**src/rtl/dmem_port_arbiter_pkg.sv**
```systemverilog
// Shared constants for the data-memory port arbiter.
//
// Holds the FSM state encoding and the default widths used by
// dmem_port_arbiter and anything that instantiates it.
package dmem_port_arbiter_pkg;

    // FSM state encoding (kept as plain constants so older code that
    // compares against literal 0/1 keeps working)
    localparam logic [0:0] ST_IDLE  = 1'b0;
    localparam logic [0:0] ST_DEFER = 1'b1;

    // Default widths
    localparam int DEF_ADDR_W = 10;  // data-memory word-address width
    localparam int DEF_DATA_W = 32;  // data width
    localparam int DEF_CNT_W  = 16;  // conflict-counter width

endpackage

```
**src/rtl/dmem_port_arbiter.sv**
```systemverilog
// Data-memory port arbiter for a dual-issue pipeline.
//
// Two MEM-stage slots share a dual-port data memory. Slot 1 owns port A and
// slot 2 owns port B. When both slots touch the same word and at least one of
// them writes, slot 2 (the younger instruction) is deferred by one cycle and
// the pipeline is stalled for that cycle. This preserves program order: a
// slot-1 load sees the old data, a slot-2 load sees the slot-1 store, and a
// slot-2 store lands last.
//
// Ports:
//   clk                        sole clock, rising edge
//   rst                        asynchronous reset, active low
//   req1_valid/we/addr/wdata   slot-1 access
//   req2_valid/we/addr/wdata   slot-2 access (younger)
//   q_a, q_b                   memory read data for port A / port B
//   port_a_*, port_b_*         memory port address, write data, write enable
//   rdata1, rdata2             load results returned to the slots
//   stall                      freezes PC and pipeline registers for one cycle
//   conflict_cnt               saturating count of serialized bundles
module dmem_port_arbiter
    import dmem_port_arbiter_pkg::*;
#(
    parameter int ADDR_W = DEF_ADDR_W,
    parameter int DATA_W = DEF_DATA_W,
    parameter int CNT_W  = DEF_CNT_W
) (
    input  logic              clk,
    input  logic              rst,
    input  logic              req1_valid,
    input  logic              req1_we,
    input  logic [ADDR_W-1:0] req1_addr,
    input  logic [DATA_W-1:0] req1_wdata,
    input  logic              req2_valid,
    input  logic              req2_we,
    input  logic [ADDR_W-1:0] req2_addr,
    input  logic [DATA_W-1:0] req2_wdata,
    input  logic [DATA_W-1:0] q_a,
    input  logic [DATA_W-1:0] q_b,
    output logic [ADDR_W-1:0] port_a_addr,
    output logic [DATA_W-1:0] port_a_wdata,
    output logic              port_a_we,
    output logic [ADDR_W-1:0] port_b_addr,
    output logic [DATA_W-1:0] port_b_wdata,
    output logic              port_b_we,
    output logic [DATA_W-1:0] rdata1,
    output logic [DATA_W-1:0] rdata2,
    output logic              stall,
    output logic [CNT_W-1:0]  conflict_cnt
);

    localparam logic [CNT_W-1:0] CNT_MAX = {CNT_W{1'b1}};
    localparam logic [CNT_W-1:0] CNT_ONE = {{(CNT_W-1){1'b0}}, 1'b1};

    logic [0:0]        state_reg;
    logic [DATA_W-1:0] hold_reg;        // slot-1 read data captured at the conflict
    logic [ADDR_W-1:0] def_addr_reg;    // deferred slot-2 request
    logic [DATA_W-1:0] def_wdata_reg;
    logic              def_we_reg;
    logic [CNT_W-1:0]  cnt_reg;

    logic in_idle;
    logic conflict;

    assign in_idle = (state_reg == ST_IDLE);

    // Only evaluated in IDLE, so the replayed slot-2 access in DEFER can never
    // trigger a second deferral. Masked while reset is held so the arbiter
    // reports no stall during reset.
    assign conflict = rst & in_idle & req1_valid & req2_valid
                    & (req1_addr == req2_addr) & (req1_we | req2_we);

    always_ff @(posedge clk or negedge rst) begin
        if (!rst) begin
            state_reg     <= ST_IDLE;
            hold_reg      <= '0;
            def_addr_reg  <= '0;
            def_wdata_reg <= '0;
            def_we_reg    <= 1'b0;
            cnt_reg       <= '0;
        end else begin
            case (state_reg)
                ST_IDLE: begin
                    if (conflict) begin
                        state_reg     <= ST_DEFER;
                        // q_a still reflects memory before the slot-1 store
                        hold_reg      <= q_a;
                        def_addr_reg  <= req2_addr;
                        def_wdata_reg <= req2_wdata;
                        def_we_reg    <= req2_we;
                        if (cnt_reg != CNT_MAX) begin
                            cnt_reg <= cnt_reg + CNT_ONE;
                        end
                    end
                end
                default: begin
                    state_reg  <= ST_IDLE;
                    def_we_reg <= 1'b0;
                end
            endcase
        end
    end

    always_comb begin
        port_a_addr  = req1_addr;
        port_a_wdata = req1_wdata;
        port_a_we    = req1_valid & req1_we;
        port_b_addr  = req2_addr;
        port_b_wdata = req2_wdata;
        port_b_we    = req2_valid & req2_we;
        rdata1       = q_a;
        rdata2       = q_b;
        stall        = 1'b0;
        if (!in_idle) begin
            // Replay slot 2 on port B; slot 1 already completed last cycle
            port_a_we    = 1'b0;
            port_b_addr  = def_addr_reg;
            port_b_wdata = def_wdata_reg;
            port_b_we    = def_we_reg;
            rdata1       = hold_reg;
        end else if (conflict) begin
            port_b_we = 1'b0;
            stall     = 1'b1;
        end
    end

    assign conflict_cnt = cnt_reg;

endmodule

```
**config.mk**
```make
export PLATFORM = sky130hd
export DESIGN_NAME = dmem_port_arbiter
export DESIGN_NICKNAME = d
export VERILOG_FILES = /design/src/rtl/dmem_port_arbiter_pkg.sv /design/src/rtl/dmem_port_arbiter.sv
export SDC_FILE = /design/constraint.sdc
export NUM_CORES = 1
export LEC_CHECK = 0
export CORE_AREA = 2 2 124 126
export DETAILED_ROUTE_END_ITERATION = 8
export DIE_AREA = 0 0 126 128
export PLACE_DENSITY_LB_ADDON = 0.05
export SETUP_SLACK_MARGIN = 0.5
export SLEW_MARGIN = 5
export SYNTH_ARGS = -nofsm -noshare
export SYNTH_HDL_FRONTEND = slang
export SYNTH_SLANG_ARGS = --single-unit
```
**constraint.sdc**
```tcl
create_clock -name clk -period 2.4 [get_ports clk]
set_clock_uncertainty 0.15 [all_clocks]
set_input_delay 0.48 -clock clk [delete_from_list [all_inputs] [get_ports clk]]
set_output_delay 0.48 -clock clk [all_outputs]
set_load 0.1 [all_outputs]
```
* Yosys cells after proc, flatten, opt, wreduce, memory -nomap -nowiden
Cells that the tools add are included.
** Storage, ports and cells
- Register bits :: 92
- Input bits :: 154
- Word-level logic and storage cells :: 31
** Operators by class
- $add $sub $neg :: 1
- Equality and inequality tests :: 2
- Muxes and demuxes :: 10
- Bitwise operators :: 9
- Reduce and logical (&&, ||, !) cells :: 3
** Operators by type and width (number)
- 32-bit 2-to-1 mux :: 2
- 16-bit by 1-bit adder with 16-bit output, second input constant :: 1
- 16-bit != test, second input constant :: 1
- 10-bit equality test :: 1
- 10-bit 2-to-1 mux :: 1
- 1-bit bitwise AND :: 7
- 1-bit 2-to-1 mux :: 7
- 3-bit AND reduction :: 1
- 2-bit AND reduction :: 1
- 2-bit nonzero test :: 1
- 1-bit inverter :: 1
- 1-bit bitwise OR :: 1

* Longest topological paths before layout
Gate-level depths: netlist of run 1.
- Depth after elaboration :: 8
- Gate-level depth with buffers :: 7

* Least setup slack after synthesis of run 1
Ideal clock, no wire load.
- Path kind :: register to output
- Start point :: register state_reg
- End point :: output port_b_we
- Arrival :: 3.232 ns
- Required time :: 1.770 ns
- Path slack :: -1.462 ns
- Stages on the path, launching flop included :: 5
- Buffers on the path :: 3
- Cells stage by stage :: dfrtp_1 > buf_6 > clkbuf_1 > clkbuf_1 > o31ai_1
** Between the ends
- Longest elaborated chain between the ends :: 8
** RTL lines
- from (decl) :: RTL line dmem_port_arbiter.sv:54 : logic [0:0] state_reg;
- from (signal assigned) :: RTL line dmem_port_arbiter.sv:74 : state_reg <= ST_IDLE;
- from (signal assigned) :: RTL line dmem_port_arbiter.sv:84 : state_reg <= ST_DEFER;
- from (signal assigned) :: RTL line dmem_port_arbiter.sv:96 : state_reg <= ST_IDLE;
- 1-bit inverter (no source line)
- 1-bit bitwise AND (3 in a row) :: RTL line dmem_port_arbiter.sv:69 : assign conflict = rst & in_idle & req1_valid & req2_valid
- 1-bit bitwise AND (2 in a row) :: RTL line dmem_port_arbiter.sv:70 : & (req1_addr == req2_addr) & (req1_we | req2_we);
- 1-bit 2-to-1 mux :: RTL line dmem_port_arbiter.sv:120 : end else if (conflict) begin
- 1-bit 2-to-1 mux * :: RTL line dmem_port_arbiter.sv:113 : if (!in_idle) begin
- to (decl) :: RTL line dmem_port_arbiter.sv:44 : output logic port_b_we,
Mark *: on every way between the ends. The rest lies on a longest branch, timed or not.

* Worst setup path in the final report of run 1
- Start point :: register state_reg
- End point :: output rdata1[14]
** Between the ends
- Longest elaborated chain between the ends :: 1
** RTL lines
- 32-bit 2-to-1 mux :: RTL line dmem_port_arbiter.sv:113
- to (decl) :: RTL line dmem_port_arbiter.sv:45 : output logic [DATA_W-1:0] rdata1,
No other way between the ends.

==> reports/results.tsv, run 1 <==
metric	value	unit
status	complete, but fails checks	
failing checks	negative setup slack	
Total GRT Usage	21.4	%
Mapped Nets	570	
Synth Cell Area	5230	µm²
hpwl dp	10400	µm
Post-synth EDFFs	0	
PortBufs	192	
Worst Path Max Fanout	10	
sequential area share after synthesis	44.0	%
worst endpoint data arrival time	1900	ps
HP Class	in -> async	
# setup viols final	140	
Final Power	0.00452	W
Yosys reg bits	92	
Power Density	452	nW/µm²
vias per cell	4.99	
Final Worst Setup Slack	-133	ps
number of vias in the routed layout	4028	
Num CTS Buffers	9	
YS warnings	0	
routed len/inst	21.1	µm
CORE AREA	14900	µm²
initial DRC count	129	
Final Hold Viols	0	
initial antenna violation count	0	
Cells after Synth	415	
clock latency on the worst-skew pair	340	ps
Root Driver	clkbuf_16	
# DRC	0	
io pins	321	
prevailing post-synth register cell	dfrtp_1	
clk buf depth	2	
# rows	45	
area grow syn2layout	91.1	%
Die Footprint	16100	µm²
max-slew violation count	0	
CP Data Required Time	1770	ps
Final period util	106	%
CTS Hold Bufs	0	
nets@finish	770	
starting density of the core	35.2	%
drt first pass iters	4	
critical path type	reg -> out	
Worst Tran Pin Value	754	ps
reg-to-reg slack, setup	-90	ps
first-pass GRT wire length	26200	µm
number of global-route vias before repair	4382	
final design utilization	67.2	%
layout cells sized above 1	70.2	%
crit end category	primary output	
VDD IR-drop max	288	µV
post-route insts no fill	808	
Final Wtd Congestion	0.790	
die height	128	µm
max cap viols	0	
Distinct cells, synth	36	
CTS tree	built	
grt ovf	0	
FF-to-FF Start	state_reg	
Tmin final	2530	ps
synthesized area per cell	12.6	µm²
RSZ-0062 raised after global routing	true	
worst slack, placed	-499	ps
FFs w/ async S/R, synth	100	%
total clock sinks	92	
H-tree depth	3	
final WL	17000	µm
largest net degree at the start of global routing	56	
n_diodes	0	
Routed Antenna Nets	0	
filler cell count	1113	
Leakage	4.53	nW
Startpoint Class	register	
die width	126	µm
r2r endpoint	def_wdata_reg[23]	
Max-slew headroom	49.7	%
f_max	395	MHz
dpl cells	746	
Worst R2R Path Depth	9	
clock slew at reported path FFs	60	ps
[metrics by stage]
stage | setup TNS [ps] | hold WS [ps] | instance area, µm²
floorplan | 0 | 34.4 | 6050
global placement | -31940 | 325 | 8700
detailed placement | -33420 | 320 | 8700
CTS | -1230 | 80.6 | 9860
global route | -20780 | 90.3 | 9990
finish | -11590 | 55.4 | 9990
[cell type report]
type	count	area, µm²	share of cell area, %
clock buffer	13	270	2.70
clock inverter	3	67.6	0.676
inverter	1	3.75	0.0376
multi-input combinational	230	3050	30.6
sequential	92	2360	23.6
tap	188	235	2.35
timing repair buffer	281	4000	40.0
[cells in the mapped netlist, types with 2 or more instances]
| library cell | n | area [µm²] |
|---|---|---|
| xor2_1 | 4 | 35.0 |
| nor4_1 | 2 | 12.5 |
| mux2_2 | 138 | 1550 |
| a31oi_1 | 2 | 12.5 |
| xnor2_2 | 2 | 32.5 |
| buf_4 | 74 | 556 |
| nand2_1 | 12 | 45.0 |
| mux2_1 | 11 | 124 |
| nand3_1 | 6 | 30.0 |
| dfrtp_1 | 92 | 2300 |
| xnor2_1 | 19 | 166 |
| nor2_1 | 2 | 7.51 |
| or3_4 | 2 | 22.5 |
| buf_6 | 2 | 22.5 |
| buf_2 | 8 | 40.0 |
| nor4_2 | 4 | 50.1 |
| nand4_1 | 8 | 50.1 |
| clkbuf_1 | 8 | 30.0 |
| nor3b_1 | 2 | 15.0 |
[routing by layer]
metal / wire length [µm] / vias to the layer above / track usage (%)
met2: 8100 / 178 / 33.7
met5: 0 / - / 0
met4: 536 / 0 / 9.44
li1: - / 1799 / -
met1: 6990 / 2007 / 26.7
met3: 1410 / 44 / 7.47
[worst max-delay path: stages, from the launching register on]
cell and delay [ps]:
dfrtp_4 470, buf_4 150, buf_4 130, buf_12 140, buf_16 150, mux2_4 320, buf_12 170
[power by group]
group	internal (W)	total, W	switching (W)
combinational	0.000558	0.00136	0.000801
clock	0.000999	0.00160	0.000597
sequential	0.00156	0.00156	0.00000453
[kinds of logic (layout without fill, tap and decap cells)]
kind of cell | Yosys count | count (layout) | synth area share [%]
fa+ha+maj | 1 | 1 | 0.239
buf+inv | 93 | 298 | 12.5
mux | 149 | 149 | 32.1
flops | 92 | 92 | 44.0
compound gates | 7 | 7 | 0.885
simple gates | 48 | 48 | 5.84
xor+xnor | 25 | 25 | 4.47
[what timing repair did]
| item | CTS | global route |
|---|---|---|
| endpoints found under the setup margin | 179 | 168 |
| gates resized for setup | 95 | 23 |
| setup buffers | 22 | 6 |
| pin swaps | 24 | 15 |
| gates cloned | 16 | 2 |
[layout by cell type (no fill, tap or decap), types with 2 or more instances in the layout]
cell type and n:
nand2_4 4, clkbuf_16 10, xor2_1 4, dfrtp_2 2, xnor2_1 7, xnor2_2 10, buf_2 7, mux2_4 109
clkdlybuf4s50_1 66, nor4_4 6, bufinv_16 2, buf_4 58, buf_12 103, xnor2_4 4, clkbuf_2 3, clkbuf_8 3
mux2_2 40, or3_4 3, nand4_1 8, nand2_2 2, dfrtp_4 15, nand3_1 2, a31oi_2 2, dfrtp_1 75
dlygate4sd2_1 10, buf_16 19, nand3_2 3, nand2_1 6, buf_6 13
[how the worst max path moves through the flow]
stage | from | end | slack [ps]
after CTS | state_reg | stall | -70
after floorplan | req2_addr[8] | port_b_we | 80
final | state_reg | rdata1[14] | -130
after global placement | req2_addr[9] | stall | -460
after global routing | state_reg | def_wdata_reg[15] | -170
after detailed placement | req2_addr[9] | stall | -500
(Power assumes the default switching activity.)
==> run 2, diff against run 1 <==
Settings changed: CAP_MARGIN set to 40.
==> results of run 2 <==
Same layout as run 1: the final DEF is identical, and so are final timing and power.
